### src/rtl/cpu_trace_pkg.sv
// Shared types for the cpu trace monitor: FSM states, record flag bit positions
// and the trace record layout at the default widths (16-bit data/address, 4-bit index).
package cpu_trace_pkg;

  typedef enum logic [2:0] {
    IDLE    = 3'd0,
    RUN     = 3'd1,
    DRAIN   = 3'd2,
    DONE    = 3'd3,
    TIMEOUT = 3'd4
  } state_t;

  localparam int FLG_REG = 2;
  localparam int FLG_LD  = 1;
  localparam int FLG_ST  = 0;

  typedef struct packed {
    logic [2:0]  flags;
    logic [3:0]  reg_idx;
    logic [15:0] reg_data;
    logic [15:0] addr;
    logic [15:0] mdata;
  } trc_rec_t;

endpackage

### src/rtl/trace_fifo.sv
// Show-ahead FIFO for trace records; a pop in the same cycle frees room for a push
// into a full FIFO. Full/empty come from an extra wrap bit on each pointer.
module trace_fifo #(
  parameter int WIDTH = 8,
  parameter int DEPTH = 8
) (
  input  logic             clk,
  input  logic             rst_n,
  input  logic             push,
  input  logic [WIDTH-1:0] push_data,
  input  logic             pop,
  output logic [WIDTH-1:0] head,
  output logic             full,
  output logic             empty
);

  localparam int AW = $clog2(DEPTH);

  logic [WIDTH-1:0] r_mem [DEPTH];
  logic [AW:0]      r_wr_ptr;
  logic [AW:0]      r_rd_ptr;
  logic             w_pop_ok;
  logic             w_push_ok;

  assign empty     = (r_wr_ptr == r_rd_ptr);
  assign full      = (r_wr_ptr[AW] != r_rd_ptr[AW]) &&
                     (r_wr_ptr[AW-1:0] == r_rd_ptr[AW-1:0]);
  assign w_pop_ok  = pop & ~empty;
  assign w_push_ok = push & (~full | w_pop_ok);
  assign head      = r_mem[r_rd_ptr[AW-1:0]];

  always_ff @(posedge clk or negedge rst_n) begin
    if (!rst_n) begin
      r_wr_ptr <= '0;
      r_rd_ptr <= '0;
    end else begin
      if (w_push_ok) r_wr_ptr <= r_wr_ptr + 1'b1;
      if (w_pop_ok)  r_rd_ptr <= r_rd_ptr + 1'b1;
    end
  end

  // Storage is not reset: contents are only observable once the pointers say so.
  always_ff @(posedge clk) begin
    if (w_push_ok) r_mem[r_wr_ptr[AW-1:0]] <= push_data;
  end

endmodule

### src/rtl/cpu_trace_monitor.sv
// Snoops MEM/WB commits, keeps cycle/inst/stall/drop counters and a watchdog,
// and buffers one record per committing cycle. Macro TRACE_CYCLE_STAMP_EN adds trc_stamp.
module cpu_trace_monitor
  import cpu_trace_pkg::*;
#(
  parameter int DATA_W     = 16,
  parameter int ADDR_W     = 16,
  parameter int REG_IDX_W  = 4,
  parameter int FIFO_DEPTH = 8,
  parameter int CNT_W      = 32,
  parameter int WDOG_LIMIT = 100000
) (
  input  logic                 clk,
  input  logic                 rst_n,
  input  logic                 reg_we,
  input  logic [REG_IDX_W-1:0] reg_idx,
  input  logic [DATA_W-1:0]    reg_data,
  input  logic                 mem_rd,
  input  logic                 mem_wr,
  input  logic                 mem_notdone,
  input  logic [ADDR_W-1:0]    mem_addr,
  input  logic [DATA_W-1:0]    mem_wdata,
  input  logic [DATA_W-1:0]    mem_rdata,
  input  logic                 hlt,
  output logic                 trc_valid,
  input  logic                 trc_ready,
  output logic [2:0]           trc_flags,
  output logic [REG_IDX_W-1:0] trc_reg,
  output logic [DATA_W-1:0]    trc_rdata,
  output logic [ADDR_W-1:0]    trc_addr,
  output logic [DATA_W-1:0]    trc_mdata,
`ifdef TRACE_CYCLE_STAMP_EN
  output logic [CNT_W-1:0]     trc_stamp,
`endif
  output logic [CNT_W-1:0]     cycle_cnt,
  output logic [CNT_W-1:0]     inst_cnt,
  output logic [CNT_W-1:0]     stall_cnt,
  output logic [CNT_W-1:0]     drop_cnt,
  output logic                 done,
  output logic                 timeout
);

  typedef struct packed {
    logic [2:0]           flags;
    logic [REG_IDX_W-1:0] reg_idx;
    logic [DATA_W-1:0]    reg_data;
    logic [ADDR_W-1:0]    addr;
    logic [DATA_W-1:0]    mdata;
`ifdef TRACE_CYCLE_STAMP_EN
    logic [CNT_W-1:0]     stamp;
`endif
  } rec_t;

  function automatic logic [CNT_W-1:0] sat_inc(input logic [CNT_W-1:0] v);
    return (v == '1) ? v : v + CNT_W'(1);
  endfunction

  state_t           r_state;
  state_t           w_state_nxt;
  logic [CNT_W-1:0] r_cycle_cnt;
  logic [CNT_W-1:0] r_inst_cnt;
  logic [CNT_W-1:0] r_stall_cnt;
  logic [CNT_W-1:0] r_drop_cnt;
  logic             w_ld;
  logic             w_st;
  logic             w_event;
  logic             w_run;
  logic             w_push;
  logic             w_pop;
  logic             w_full;
  logic             w_empty;
  logic [2:0]       w_flags;
  rec_t             w_rec;
  rec_t             w_head;

  assign w_ld    = mem_rd & ~mem_notdone;
  assign w_st    = mem_wr & ~mem_notdone;
  assign w_event = reg_we | w_ld | w_st;
  assign w_run   = (r_state == RUN);
  assign w_push  = w_run & w_event;
  assign w_pop   = trc_valid & trc_ready;

  always_comb begin
    w_flags          = '0;
    w_flags[FLG_REG] = reg_we;
    w_flags[FLG_LD]  = w_ld;
    w_flags[FLG_ST]  = w_st;
  end

  always_comb begin
    w_rec          = '0;
    w_rec.flags    = w_flags;
    w_rec.reg_idx  = reg_idx;
    w_rec.reg_data = reg_data;
    w_rec.addr     = mem_addr;
    w_rec.mdata    = w_st ? mem_wdata : mem_rdata;
`ifdef TRACE_CYCLE_STAMP_EN
    w_rec.stamp    = r_cycle_cnt;
`endif
  end

  always_ff @(posedge clk or negedge rst_n) begin
    if (!rst_n) r_state <= IDLE;
    else        r_state <= w_state_nxt;
  end

  // Halt wins over the watchdog when both land on the same edge.
  always_comb begin
    w_state_nxt = r_state;
    case (r_state)
      IDLE:    w_state_nxt = RUN;
      RUN: begin
        if (hlt)                                         w_state_nxt = DRAIN;
        else if (r_cycle_cnt == CNT_W'(WDOG_LIMIT - 1)) w_state_nxt = TIMEOUT;
      end
      DRAIN:   if (w_empty) w_state_nxt = DONE;
      default: w_state_nxt = r_state;
    endcase
  end

  always_ff @(posedge clk or negedge rst_n) begin
    if (!rst_n) begin
      r_cycle_cnt <= '0;
      r_inst_cnt  <= '0;
      r_stall_cnt <= '0;
      r_drop_cnt  <= '0;
    end else if (w_run) begin
      r_cycle_cnt <= sat_inc(r_cycle_cnt);
      if (mem_notdone)                r_stall_cnt <= sat_inc(r_stall_cnt);
      if (w_event | hlt)              r_inst_cnt  <= sat_inc(r_inst_cnt);
      if (w_push & w_full & ~w_pop)   r_drop_cnt  <= sat_inc(r_drop_cnt);
    end
  end

  trace_fifo #(
    .WIDTH ($bits(rec_t)),
    .DEPTH (FIFO_DEPTH)
  ) u_fifo (
    .clk       (clk),
    .rst_n     (rst_n),
    .push      (w_push),
    .push_data (w_rec),
    .pop       (w_pop),
    .head      (w_head),
    .full      (w_full),
    .empty     (w_empty)
  );

  assign trc_valid = ~w_empty;
  assign trc_flags = w_head.flags;
  assign trc_reg   = w_head.reg_idx;
  assign trc_rdata = w_head.reg_data;
  assign trc_addr  = w_head.addr;
  assign trc_mdata = w_head.mdata;
`ifdef TRACE_CYCLE_STAMP_EN
  assign trc_stamp = w_head.stamp;
`endif
  assign cycle_cnt = r_cycle_cnt;
  assign inst_cnt  = r_inst_cnt;
  assign stall_cnt = r_stall_cnt;
  assign drop_cnt  = r_drop_cnt;
  assign done      = (r_state == DONE);
  assign timeout   = (r_state == TIMEOUT);

endmodule

### config.mk
export PLATFORM = sky130hd
export DESIGN_NAME = cpu_trace_monitor
export DESIGN_NICKNAME = d
export VERILOG_FILES = /design/src/rtl/cpu_trace_pkg.sv /design/src/rtl/trace_fifo.sv /design/src/rtl/cpu_trace_monitor.sv
export SDC_FILE = /design/constraint.sdc
export NUM_CORES = 1
export LEC_CHECK = 0
export CORE_ASPECT_RATIO = 1.2
export CORE_MARGIN = 5
export CORE_UTILIZATION = 40
export CTS_BUF_LIST = sky130_fd_sc_hd__clkbuf_4 sky130_fd_sc_hd__clkbuf_8
export DETAILED_ROUTE_END_ITERATION = 6
export PLACE_DENSITY = 0.64
export SLEW_MARGIN = 40
export SYNTH_ARGS = -nofsm -noshare
export SYNTH_HDL_FRONTEND = slang
export SYNTH_SLANG_ARGS = --single-unit
### constraint.sdc
create_clock -name clk -period 7.1 [get_ports clk]
set_input_delay 1.065 -clock clk [delete_from_list [all_inputs] [get_ports clk]]
set_output_delay 1.065 -clock clk [all_outputs]
set_load 0.02 [all_outputs]
## Yosys cells after proc, flatten, opt, wreduce, memory -nomap -nowiden

Memory sizes are Yosys's and may differ from the RTL's.
Cells that the tools add are included.
W data, S select, Z words.

| operators by class | value |
|---|---|
| add/subtract/negate cells | 6 |
| equal/unequal tests | 14 |
| multiplexer cells | 7 |
| bitwise logic cells | 20 |
| reductions and logical operators | 8 |

Operators with widths:

| kind | count |
|---|---|
| $add A32 B1 Y32 const B | 4 |
| $eq A32 B32 Y1 const B | 4 |
| $eq A32 B17 Y1 const B | 1 |
| $mux W16 | 1 |
| $reduce_and A3 Y1 | 4 |
| $mux W3 | 3 |
| $pmux W3 S3 | 1 |
| $add A4 B1 Y4 const B | 2 |
| $and A1 B1 Y1 | 8 |
| $not A1 Y1 | 8 |
| $eq A3 B2 Y1 const B | 2 |
| $eq A4 B4 Y1 | 1 |
| $or A1 B1 Y1 | 4 |
| $eq A3 B1 Y1 const B | 1 |
| $eq A3 B3 Y1 | 1 |
| $eq A3 B3 Y1 const B | 1 |
| $logic_not A3 Y1 | 1 |
| $ne A3 B2 Y1 const B | 1 |
| $reduce_bool A3 Y1 | 1 |
| $mux W1 | 2 |
| $ne A2 B1 Y1 const B | 1 |
| $reduce_and A2 Y1 | 1 |
| $logic_and A1 B1 Y1 | 1 |
| $ne A1 B1 Y1 | 1 |

| storage, ports and cells | value |
|---|---|
| register bits | 139 |
| bits in writable memories | 440 |
| input port bits | 76 |
| memories | 1 |

Memory list:

| name | words | bits a word | read ports | clocked after memory_dff | wr ports | line | text |
|---|---|---|---|---|---|---|---|
| u_fifo.r_mem | 8 | 55 | 1 | 0 | 1 | trace_fifo.sv:19 | `logic [WIDTH-1:0] r_mem [DEPTH];` |

## Logic depth before layout (Yosys ltp)

Gate-level depths: netlist of the first run.

| logic depth | value |
|---|---|
| depth in word-level cells | 8 |
| mapped depth | 8 |
| mapped depth without buffers | 6 |

## By module

From an unflattened synthesis of the first run, not the netlist that was laid out.

| unflattened totals | value |
|---|---|
| cell total of the unflattened synthesis | 1308 |
| area, all modules | 23669.0 µm² |

By module, submodules not included:

| module | times used | cells an instance | area each (µm²) | seq. area each (µm²) |
|---|---|---|---|---|
| trace_fifo | 1 | 691 | 17035.1 | 13412.9 |
| cpu_trace_monitor | 1 | 617 | 6633.9 | 3278.1 |

## Worst setup path before layout of the first run

OpenSTA, ideal clock, no wires.

| path | value |
|---|---|
| kind | input to register |
| start point | input mem_notdone |
| end point | memory u_fifo.r_mem[2][0] in the netlist's numbering (enable) |
| setup time | 0.547 ns |
| data arrival time | 5.848 ns |
| required time | 6.553 ns |
| path slack | 0.705 ns |
| stages on the path | 5 |
| path buffers | 0 |
| cells stage by stage | o21ba_2 > o21a_1 > o31a_1 > nand2b_1 > nor3b_1 |

| between the ends | value |
|---|---|
| cells in the longest elaborated chain, start to end | 8 |
| elaborated cells between the ends (all ways) | 9 |
| those cells by class | 2 x mux; 7 x bitwise |

RTL lines:

| element | line | text |
|---|---|---|
| start, declared | cpu_trace_monitor.sv:20 | `input logic mem_notdone,` |
| $not A1 Y1 (*) | cpu_trace_monitor.sv:76, cpu_trace_monitor.sv:77 |  |
| $and A1 B1 Y1 | cpu_trace_monitor.sv:76 | `assign w_ld = mem_rd & ~mem_notdone;` |
| $or A1 B1 Y1 | cpu_trace_monitor.sv:78 | `assign w_event = reg_we \| w_ld \| w_st;` |
| $or A1 B1 Y1 (*) | cpu_trace_monitor.sv:78 |  |
| $and A1 B1 Y1 (*) | cpu_trace_monitor.sv:80 | `assign w_push = w_run & w_event;` |
| $and A1 B1 Y1 (*) | trace_fifo.sv:29 | `assign w_push_ok = push & (~full \| w_pop_ok);` |
| $mux W1 (*) | trace_fifo.sv:44 | `if (w_push_ok) r_mem[r_wr_ptr[AW-1:0]] <= push_data;` |
| $mux W1 (implied by the code) (*) | trace_fifo.sv:44 |  |
| end, declared | trace_fifo.sv:19 |  |

Mark *: on every way between the ends. The rest lies on a longest branch, timed or not.

## Worst setup path in the final report of the first run

| path | value |
|---|---|
| start point | register u_fifo.r_rd_ptr[1] |
| end point | output trc_flags[0] |

| between the ends | value |
|---|---|
| cells in the longest elaborated chain, start to end | 1 |

RTL lines:

| element | line | text |
|---|---|---|
| start, declared | trace_fifo.sv:21 | `logic [AW:0] r_rd_ptr;` |
| start signal, assigned | trace_fifo.sv:38 | `if (w_pop_ok) r_rd_ptr <= r_rd_ptr + 1'b1;` |
| $mem_v2 Z8 W55 | -- |  |
| end, declared | cpu_trace_monitor.sv:27 | `output logic [2:0] trc_flags,` |

No other way between the ends.

==> flow_summary_export.csv, run 1 <==
group,metric,value,unit
final_layout,synthToLayoutAreaGrowth,23.5,%
synthesis,synth_top_area_share,56.4,%
critical_path,crit-reg2reg-launch,"u_fifo.r_rd_ptr[1]$_DFFE_PN0P_",
sta,layout_min_cycle_time,4.50,ns
critical_path,reg2reg_to,"u_fifo.r_mem[3][45]$_DFFE_PP_",
placed_design,pre_cts_ws,2.90,ns
clocking,cts_tree,"yes",
critical_path,crit_fanout,54,
synthesis,syn-num-nets,1377,
run_status,status,"completed",
critical_path,cpLargestDelayFamily,"buffers and inverters",
final_layout,final_nets,1708,
routing,post_drt_wl_per_cell,21.4,um
critical_path,critPathBufInv,2,
critical_path,setup.worst_path.start,"u_fifo.r_rd_ptr[1]$_DFFE_PN0P_",
global_route,antenna_found_initial,1,
sta,worst_slack,2.60,ns
sta,fmax,222,MHz
placed_design,gp_congestion,0.825,
clocking,cts-resized-gates,0,
critical_path,cp.arrival,3.43,ns
run,drv_cap,0,
routing,remaining_drc_errors,0,
synthesis,syn_inst,1295,
floorplan,start_util,40.2,%
critical_path,endpoint,"trc_flags[0]",
critical_path,ff2ff_path_depth,7,
critical_path,crit_chain,"buf_4 > mux4_2 > mux2_2 > clkdlybuf4s50_1",
power,power_leakage,0.00998,uW
clocking,clk_path_buf_depth,3,
synthesis,synth_top_cell_by_area,"edfxtp_1",
synthesis,ys.flop_type,"edfxtp_1",
clocking,h-tree-depth,3,
final_layout,final_cell_mix,"edfxtp_1 (440), clkdlybuf4s50_1 (260), dfrtp_1 (136)",
min_path,worstHoldPathType,"in2async",
sta,slew_viol_final,0,
critical_path,cp.depth,4,
floorplan,die_h,275,um
synthesis,synth_area_leaders,"edfxtp_1 (56%), dfrtp_1 (15%), mux4_2 (11%), mux2_2 (3.7%), xnor2_1 (3.3%)",
synthesis,syn_area,0.0234,mm^2
floorplan,die_x,231,um
critical_path,required,6.03,ns
synthesis,yosysSeqAreaShare,71.2,%
floorplan,coreArea,0.0583,mm^2
final_layout,layout_commonest_cell,"edfxtp_1",
power,power_density,312,mW/mm^2
clocking,cts_setup_buffers,0,
clocking,cts_num_sinks,579,
sta,hold_violations,0,
sta,finalClockSkew,0.0229,ns
global_route,grtUsageTotal,16.3,%
final_layout,drive_gt1_share,21.9,%
sta,slew_headroom,40.6,%
clocking,postCtsHoldBufs,0,
routing,vias,12800,
critical_path,cp-start-kind,"flip-flop",
critical_path,worst-setup-path-type,"reg2out",
synthesis,synth-edff-count,440,
power,vdd_ir_drop_max,0.268,mV
routing,vias_per_cell,5.25,
floorplan,pin_count,262,
critical_path,max_stage_delay,0.73,ns
routing,antenna_left,0,
floorplan,die_area,0.0635,mm^2
synthesis,synthArstFlopShare,24.0,%
clocking,numCtsBuffers,93,
sta,tightest_slew,0.885,ns
critical_path,end_kind,"primary output",
sta,fin_crit_sh,63.3,%
sta,tns,0,ns
clocking,insertion_delay,0.67,ns
routing,wirelength,52300,um
sta,finalSetupViolations,0,
critical_path,slowest_stage,"buf_4",
final_layout,stdcell_count,2442,
sta,hold-worst-slack,0.426,ns
synthesis,synth-seq-cells,579,
placed_design,dp.cells,2272,
synthesis,synth-warning-count,0,
floorplan,rows,97,
placed_design,place_hpwl,31000,um
final_layout,final_core_util,49.7,%
synthesis,synthDistinctLibCells,48,
global_route,grt-ovfl-total,0,
synthesis,syn_avg_cell_area,18.1,um^2
clocking,clk_transition_reported_paths,0.06,ns
global_route,grt_pass1_vias,13700,
placed_design,portBuffers,261,
global_route,grt_pass1_wl,80700,um
routing,drt_iter0_markers,663,
sta,rsz0062_at_grt,"false",
global_route,grt_max_degree,79,
critical_path,r2r_slack,3.77,ns
routing,firstDrtPassIters,5,
clocking,root_buffer,"clkbuf_8",
[area by class of cell]
| type | instances | area (um^2) |
|---|---|---|
| fillers | 4876 | 29300 |
| clock inverters | 38 | 214 |
| multi-input cells | 664 | 6610 |
| well taps | 742 | 928 |
| clock buffers | 130 | 1610 |
| flip-flops and latches | 579 | 16700 |
| inverters | 8 | 30.0 |
| repair buffers | 280 | 2860 |
| diodes | 1 | 2.50 |
[Yosys cell counts (5+ instances only)]
library cell / number
clkbuf_1: 31
or3_1: 5
nor3b_1: 7
xor2_1: 40
mux2_2: 78
ha_1: 6
nor3_1: 18
a21oi_1: 6
nand4_1: 48
nor2_1: 32
and2_1: 11
nand2_1: 47
and3_1: 28
buf_2: 5
nor4_1: 15
inv_1: 8
dfrtp_1: 139
mux4_2: 110
xnor2_1: 89
buf_1: 8
edfxtp_1: 440
nand3_1: 65
and4_1: 15
[per-stage QoR]
step,power (uW),area (um^2)
floorplan,5420,23400
global placement,6340,27000
detailed placement,6370,27100
global route,9470,28900
CTS,9200,28900
finish,9040,28900
[sequential cells by signal, indices dropped and copies added, names as in the netlist]
name / count
stall_cnt: 32
r_state: 3
cycle_cnt: 32
u_fifo.r_wr_ptr: 4
drop_cnt: 32
u_fifo.r_rd_ptr: 4
inst_cnt: 32
u_fifo.r_mem: 440
[per-layer routing]
| layer | wire [um] | part of all wire [%] | global-route usage (%) | up-vias |
|---|---|---|---|---|
| li1 | - | - | - | 5818 |
| met1 | 21400 | 41 | 20.4 | 6564 |
| met2 | 26500 | 51 | 27.9 | 360 |
| met3 | 3270 | 6.3 | 4.28 | 76 |
| met4 | 1060 | 2.0 | 5.33 | 0 |
| met5 | 0 | 0 | 0 | - |
[cell families (layout without fill, tap and decap cells)]
family	count (synthesis)	after routing	synth area share, %
buffers and inverters	52	456	0.860
adders and majority gates	6	6	0.320
muxes	188	188	14.3
DFF	579	579	71.2
and+or+nand+nor	313	313	7.49
AOI/OAI and AO/OA	28	28	0.951
xor gates and xnor gates	129	129	4.82
other	0	1	0
[power by group]
group          leakage [uW]  internal [uW]  switching (uW)  total [uW]
logic               0.00317           1300            1140        2440
registers           0.00585           3700             114        3810
clock network      0.000952           1500            1290        2790
total               0.00998           6500            2540        9040
[how the worst min path moves through the flow]
stage | from | to | depth (start not counted)
after floorplan | u_fifo.r_wr_ptr[3]$_DFFE_PN0P_ | u_fifo.r_wr_ptr[3]$_DFFE_PN0P_ | 1
after global placement | stall_cnt[19]$_DFFE_PN0P_ | stall_cnt[19]$_DFFE_PN0P_ | 1
after detailed placement | drop_cnt[7]$_DFFE_PN0P_ | drop_cnt[7]$_DFFE_PN0P_ | 1
after CTS | rst_n | drop_cnt[31]$_DFFE_PN0P_ | 1
after global routing | rst_n | drop_cnt[5]$_DFFE_PN0P_ | 1
final | rst_n | drop_cnt[4]$_DFFE_PN0P_ | 1
(Power assumes the default switching activity.)
==> inputs of run 2 (changes only) <==
--- a/config.mk
+++ b/config.mk
@@ -10,7 +10,7 @@
 export CORE_UTILIZATION = 40
 export CTS_BUF_LIST = sky130_fd_sc_hd__clkbuf_4 sky130_fd_sc_hd__clkbuf_8
 export DETAILED_ROUTE_END_ITERATION = 6
-export PLACE_DENSITY = 0.64
+export PLACE_DENSITY = 0.66
 export SLEW_MARGIN = 40
 export SYNTH_ARGS = -nofsm -noshare
 export SYNTH_HDL_FRONTEND = slang
==> constraint.sdc (replaced) <==
create_clock -name clk -period 3.8 [get_ports clk]
set_input_delay 0.57 -clock clk [delete_from_list [all_inputs] [get_ports clk]]
set_output_delay 0.57 -clock clk [all_outputs]
set_load 0.02 [all_outputs]
==> run 2 against run 1 <==
Non-clock buffer count up 18. Global-route usage up 0.054 points. Cell area up 1.4%. Final cell count up 0.82%. Register-to-register slack worse by 2.9 ns. First-iteration DRC count up 4.5%. Total power up 93%. Count of clock-buffer cells in the layout down 9. Core utilization up 0.70 points. Via count up 0.98%. Critical path type unchanged.
==> flow_summary_export.csv, run 2 (synthesis gave the netlist of run 1 again) <==
group,metric,value,unit
run_status,status,"completed",
final_layout,largest_reg_flops,440,
clocking,cts_tree,"yes",
final_layout,synthToLayoutAreaGrowth,25.3,%
clocking,numCtsBuffers,92,
routing,drt_iter0_markers,693,
routing,met1_length,21600,um
final_layout,layout_commonest_cell,"edfxtp_1",
sta,layout_min_cycle_time,3.60,ns
routing,post_drt_wl_per_cell,21.1,um
critical_path,cpLargestDelayFamily,"buffers and inverters",
clocking,root_buffer,"clkbuf_8",
global_route,grt-ovfl-total,0,
floorplan,pin_count,262,
critical_path,crit_fanout,47,
critical_path,ff2ff_path_depth,6,
sta,finalClockSkew,0.0203,ns
power,p_seq_share,41.2,%
routing,firstDrtPassIters,4,
sta,fmax,278,MHz
power,power_leakage,0.0102,uW
critical_path,max_stage_delay,0.78,ns
global_route,antenna_found_initial,2,
final_layout,final_cell_mix,"edfxtp_1 (440), clkdlybuf4s50_1 (260), dfrtp_1 (136)",
placed_design,portBuffers,261,
global_route,grt_pass1_wl,81700,um
clocking,cts-resized-gates,0,
final_layout,multi_input_area,0.00663,mm^2
routing,vias_per_cell,5.26,
critical_path,setup.worst_path.start,"u_fifo.r_rd_ptr[1]$_DFFE_PN0P_",
min_path,worstHoldPathType,"in2async",
clocking,h-tree-depth,3,
floorplan,start_util,40.2,%
critical_path,critPathBufInv,2,
critical_path,cp.arrival,3.03,ns
critical_path,cp.depth,4,
floorplan,die_x,231,um
critical_path,worst-setup-path-type,"reg2out",
floorplan,rows,97,
power,pwr-share-clk,32.0,%
critical_path,endpoint,"trc_rdata[3]",
global_route,grt_pass1_vias,14000,
sta,slew_viol_final,0,
run,drv_cap,0,
final_layout,drive_gt1_share,23.0,%
sta,slew_headroom,45.7,%
critical_path,r2r_slack,0.88,ns
power,p_sw_share,27.9,%
routing,highest_layer,"met4",
sta,fin_crit_sh,94.8,%
floorplan,die_h,275,um
clocking,clk_path_buf_depth,3,
routing,wl_met2,26000,um
critical_path,crit-reg2reg-launch,"u_fifo.r_rd_ptr[1]$_DFFE_PN0P_",
critical_path,slowest_stage,"dfrtp_4",
routing,wirelength,51900,um
sta,hold_violations,0,
routing,dr_wl_met3,3120,um
sta,tns,0,ns
clocking,insertion_delay,0.68,ns
critical_path,reg2reg_to,"u_fifo.r_mem[2][12]$_DFFE_PP_",
power,power_density,593,mW/mm^2
critical_path,cp-start-kind,"flip-flop",
placed_design,place_hpwl,32100,um
power,switchingPower,4850,uW
routing,antenna_left,0,
routing,remaining_drc_errors,0,
power,vdd_ir_drop_max,0.282,mV
routing,vias,12900,
global_route,grtUsageTotal,16.4,%
sta,rsz0062_at_grt,"false",
final_layout,regArea,0.0167,mm^2
critical_path,end_kind,"primary output",
final_layout,fillers,4823,
global_route,grt_max_degree,98,
floorplan,coreArea,0.0583,mm^2
sta,finalSetupViolations,0,
final_layout,final_nets,1725,
clocking,clk_transition_reported_paths,0.06,ns
floorplan,die_area,0.0635,mm^2
power,pwr-share-comb,26.8,%
placed_design,gp_congestion,0.827,
power,total_power,17400,uW
sta,tightest_slew,0.807,ns
power,p_int,12600,uW
clocking,cts_num_sinks,579,
critical_path,crit_chain,"buf_12 > mux4_2 > mux2_2 > clkdlybuf4s50_1",
critical_path,required,3.23,ns
[run 2: power groups by stage]
stage,logic [uW],clock network (uW),registers [uW]
finish,4680,5570,7170
floorplan,3020,0,7110
detailed placement,4680,0,7330
global route,5000,6090,7190
global placement,4670,0,7330
CTS,4700,5780,7200
[run 2: worst reg2reg max path: stages, from the launching register on]
cell	delay (ns)
dfrtp_4	0.78
xnor2_1	0.18
nand3_1	0.30
o31a_1	0.34
nand2b_1	0.28
nor3b_4	0.29
buf_12	0.36
[run 2: repair_timing]
| item | in CTS | in global routing |
|---|---|---|
| hold endpoints to repair | 95 | 0 |
| buffers inserted | 0 | 8 |
| hold buffers | 1 | 0 |
| setup endpoints to repair | 0 | 30 |
[run 2: worst min-delay path by stage]
stage | from | to | slack (ns) | depth (start not counted)
2_1_floorplan | rst_n | cycle_cnt[0]$_DFFE_PN0P_ | 0.27 | 0
3_3_place_gp | inst_cnt[26]$_DFFE_PN0P_ | inst_cnt[26]$_DFFE_PN0P_ | 0.48 | 1
3_5_place_dp | drop_cnt[15]$_DFFE_PN0P_ | drop_cnt[15]$_DFFE_PN0P_ | 0.50 | 1
5_1_grt | rst_n | drop_cnt[26]$_DFFE_PN0P_ | 0.31 | 2
6_report | rst_n | drop_cnt[26]$_DFFE_PN0P_ | 0.33 | 2
4_1_cts | rst_n | drop_cnt[26]$_DFFE_PN0P_ | 0.46 | 2
[run 2: stage by stage]
step | hold WS, ns | utilization (%) | std cells | area (um^2) | worst slack, ns
floorplan | 0.274 | - | 1295 | 23500 | -0.261
global placement | 0.484 | 46.8 | 2281 | 27300 | 0.488
detailed placement | 0.497 | 46.8 | 2281 | 27300 | 0.490
CTS | 0.456 | 50.2 | 2452 | 29300 | 0.0156
global route | 0.311 | 50.4 | 2462 | 29400 | 0.0230
finish | 0.333 | 50.4 | 2462 | 29400 | 0.197
[run 2: layout make-up]
cell class / instances / area share, %
diodes: 1 / 0.00852
repair buffers: 298 / 10.6
well taps: 742 / 3.16
inverters: 8 / 0.102
clock buffers: 121 / 5.16
flip-flops and latches: 579 / 56.9
clock inverters: 49 / 1.50
multi-input cells: 664 / 22.6
[run 2: metal layers]
metal  track usage [%]  vias to the layer above
met1              21.2                     6657
met5                 0                        -
met3              3.98                       82
met4              5.66                        0
li1                  -                     5855
met2              27.2                      350
==> inputs of run 3 (changes only) <==
--- a/config.mk
+++ b/config.mk
@@ -5,11 +5,12 @@
 export SDC_FILE = /design/constraint.sdc
 export NUM_CORES = 1
 export LEC_CHECK = 0
-export CORE_ASPECT_RATIO = 1.2
+export CORE_ASPECT_RATIO = 1.4
 export CORE_MARGIN = 5
 export CORE_UTILIZATION = 40
 export CTS_BUF_LIST = sky130_fd_sc_hd__clkbuf_4 sky130_fd_sc_hd__clkbuf_8
 export DETAILED_ROUTE_END_ITERATION = 6
+export GPL_ROUTABILITY_DRIVEN = 0
 export PLACE_DENSITY = 0.66
 export SLEW_MARGIN = 40
 export SYNTH_ARGS = -nofsm -noshare
==> run 3 against run 2 <==
Via count rose by 0.25%. Count of clock-buffer cells in the layout increased by 7. Clock skew is 0.0094 ns higher. Clock power shrank 3.8%. Cell area fell by 0.26%. Worst hold slack improved by 0.028 ns.
==> flow_summary_export.csv, run 3 (synthesis gave the netlist of run 1 again) <==
group,metric,value,unit
sta,tightest_slew,0.803,ns
critical_path,reg2reg_to,"u_fifo.r_mem[1][6]$_DFFE_PP_",
routing,antenna_left,0,
power,power_density,590,mW/mm^2
sta,fmax,278,MHz
final_layout,final_nets,1722,
global_route,grt_pass1_wl,82800,um
global_route,grt_pass1_vias,14300,
placed_design,pre_cts_ws,0.670,ns
critical_path,end_kind,"primary output",
critical_path,worst-setup-path-type,"reg2out",
final_layout,final_cell_mix,"edfxtp_1 (440), clkdlybuf4s50_1 (260), dfrtp_1 (136)",
critical_path,cp-start-kind,"flip-flop",
sta,slew_viol_final,0,
critical_path,required,3.23,ns
critical_path,slowest_stage,"dfrtp_4",
sta,finalSetupViolations,0,
final_layout,drive_gt1_share,23.1,%
power,pwr-share-clk,31.0,%
critical_path,r2r_slack,0.84,ns
sta,fin_crit_sh,94.8,%
critical_path,ff2ff_path_depth,7,
global_route,grt-ovfl-total,0,
final_layout,layout_commonest_cell,"edfxtp_1",
clocking,numCtsBuffers,89,
floorplan,pin_count,262,
clocking,cts_tree,"yes",
global_route,grt_max_degree,100,
sta,rsz0062_at_grt,"false",
sta,hold_violations,0,
routing,vias_per_cell,5.27,
global_route,antenna_found_initial,2,
power,power_leakage,0.0102,uW
floorplan,die_x,215,um
critical_path,crit-reg2reg-launch,"u_fifo.r_rd_ptr[1]$_DFFE_PN0P_",
clocking,insertion_delay,0.66,ns
power,vdd_ir_drop_max,0.304,mV
routing,drt_iter0_markers,621,
floorplan,start_util,40.2,%
critical_path,crit_chain,"buf_4 > mux4_2 > mux2_2 > clkdlybuf4s50_1",
final_layout,largest_reg_flops,440,
floorplan,die_area,0.0636,mm^2
floorplan,rows,105,
power,p_int,12400,uW
global_route,grtUsageTotal,16.6,%
routing,remaining_drc_errors,0,
run,drv_cap,0,
routing,post_drt_wl_per_cell,21.5,um
sta,tns,0,ns
clocking,cts_num_sinks,579,
power,pwr-share-comb,27.4,%
floorplan,coreArea,0.0583,mm^2
critical_path,cp.arrival,3.03,ns
sta,worst_slack,0.199,ns
final_layout,synthToLayoutAreaGrowth,25.0,%
clocking,h-tree-depth,3,
placed_design,portBuffers,261,
power,p_seq_share,41.6,%
power,switchingPower,4870,uW
clocking,clk_transition_reported_paths,0.06,ns
clocking,clk_path_buf_depth,3,
sta,slew_headroom,46.1,%
sta,finalClockSkew,0.0297,ns
min_path,worstHoldPathType,"in2async",
routing,firstDrtPassIters,5,
clocking,root_buffer,"clkbuf_8",
final_layout,fillers,4883,
sta,layout_min_cycle_time,3.60,ns
run_status,status,"completed",
critical_path,crit_fanout,14,
critical_path,max_stage_delay,0.69,ns
floorplan,die_h,296,um
placed_design,place_hpwl,33300,um
routing,wirelength,53000,um
routing,vias,13000,
power,p_sw_share,28.2,%
-- run 3: cell count changes in the layout (fill, tap and decap cells not counted), sizes merged --
cell and change:
inv -2, clkinvlp +2, diode +1, clkinv -11, clkbuf +7, bufinv -3
-- run 3: how the worst max path moves through the flow --
stage / startpoint / to / slack, ns / cells after the start
global placement: mem_notdone / u_fifo.r_mem[0][35]$_DFFE_PP_ / 0.68 / 7
CTS: u_fifo.r_rd_ptr[0]$_DFFE_PN0P_ / trc_addr[0] / 0.08 / 4
finish: u_fifo.r_rd_ptr[0]$_DFFE_PN0P_ / trc_mdata[3] / 0.20 / 4
floorplan: u_fifo.r_wr_ptr[0]$_DFFE_PN0P_ / u_fifo.r_mem[2][0]$_DFFE_PP_ / -0.26 / 6
detailed placement: reg_we / u_fifo.r_mem[0][35]$_DFFE_PP_ / 0.67 / 6
global route: u_fifo.r_rd_ptr[0]$_DFFE_PN0P_ / trc_addr[0] / 0.04 / 4
-- run 3: final cells by class --
cell class	instances	area (um^2)	share of cell area (%)
clock inverters	35	302	1.03
inverters	8	30.0	0.103
clock buffers	128	1570	5.35
diodes	2	5.00	0.0171
multi-input cells	664	6630	22.6
repair buffers	298	3110	10.6
well taps	749	937	3.20
flip-flops and latches	579	16700	57.0
-- run 3: power groups by stage --
stage,Sequential (uW),Combinational [uW],Clock [uW]
6_report,7190,4740,5360
5_1_grt,7210,5070,5820
4_1_cts,7200,4870,5550
3_5_place_dp,7400,4710,0
3_3_place_gp,7380,4690,0
2_1_floorplan,7110,3020,0
-- run 3: critical path: cells and delay by family (launching register included) --
kind / cells / cell delay [ns]
flops: 1 / 0.69
buf+inv: 2 / 0.85
mux: 2 / 0.82
-- run 3: repair_timing --
item                       in CTS  in global routing
setup buffers                   2                  0
setup endpoints to repair      39                  0
hold buffers                    1                  0
gates resized for setup         0                  0
hold endpoints to repair       98                  0
-- run 3: routing by layer --
layer | up-vias | GRT usage [%] | routed length, um
met3 | 80 | 4.03 | 3060
met1 | 6699 | 19.9 | 21100
met4 | 0 | 6.21 | 1360
li1 | 5844 | - | -
met2 | 354 | 29.4 | 27400
met5 | - | 0 | 0
-- run 3: metrics by stage --
step                util, %  area [um^2]  cells  hold slack (ns)  total power, uW
floorplan                 -        23500   1295            0.274            10100
global placement       46.8        27300   2294            0.485            12100
detailed placement     46.8        27300   2294            0.491            12100
CTS                    50.1        29200   2460            0.503            17600
global route           50.2        29300   2463            0.336            18100
finish                 50.2        29300   2463            0.360            17300
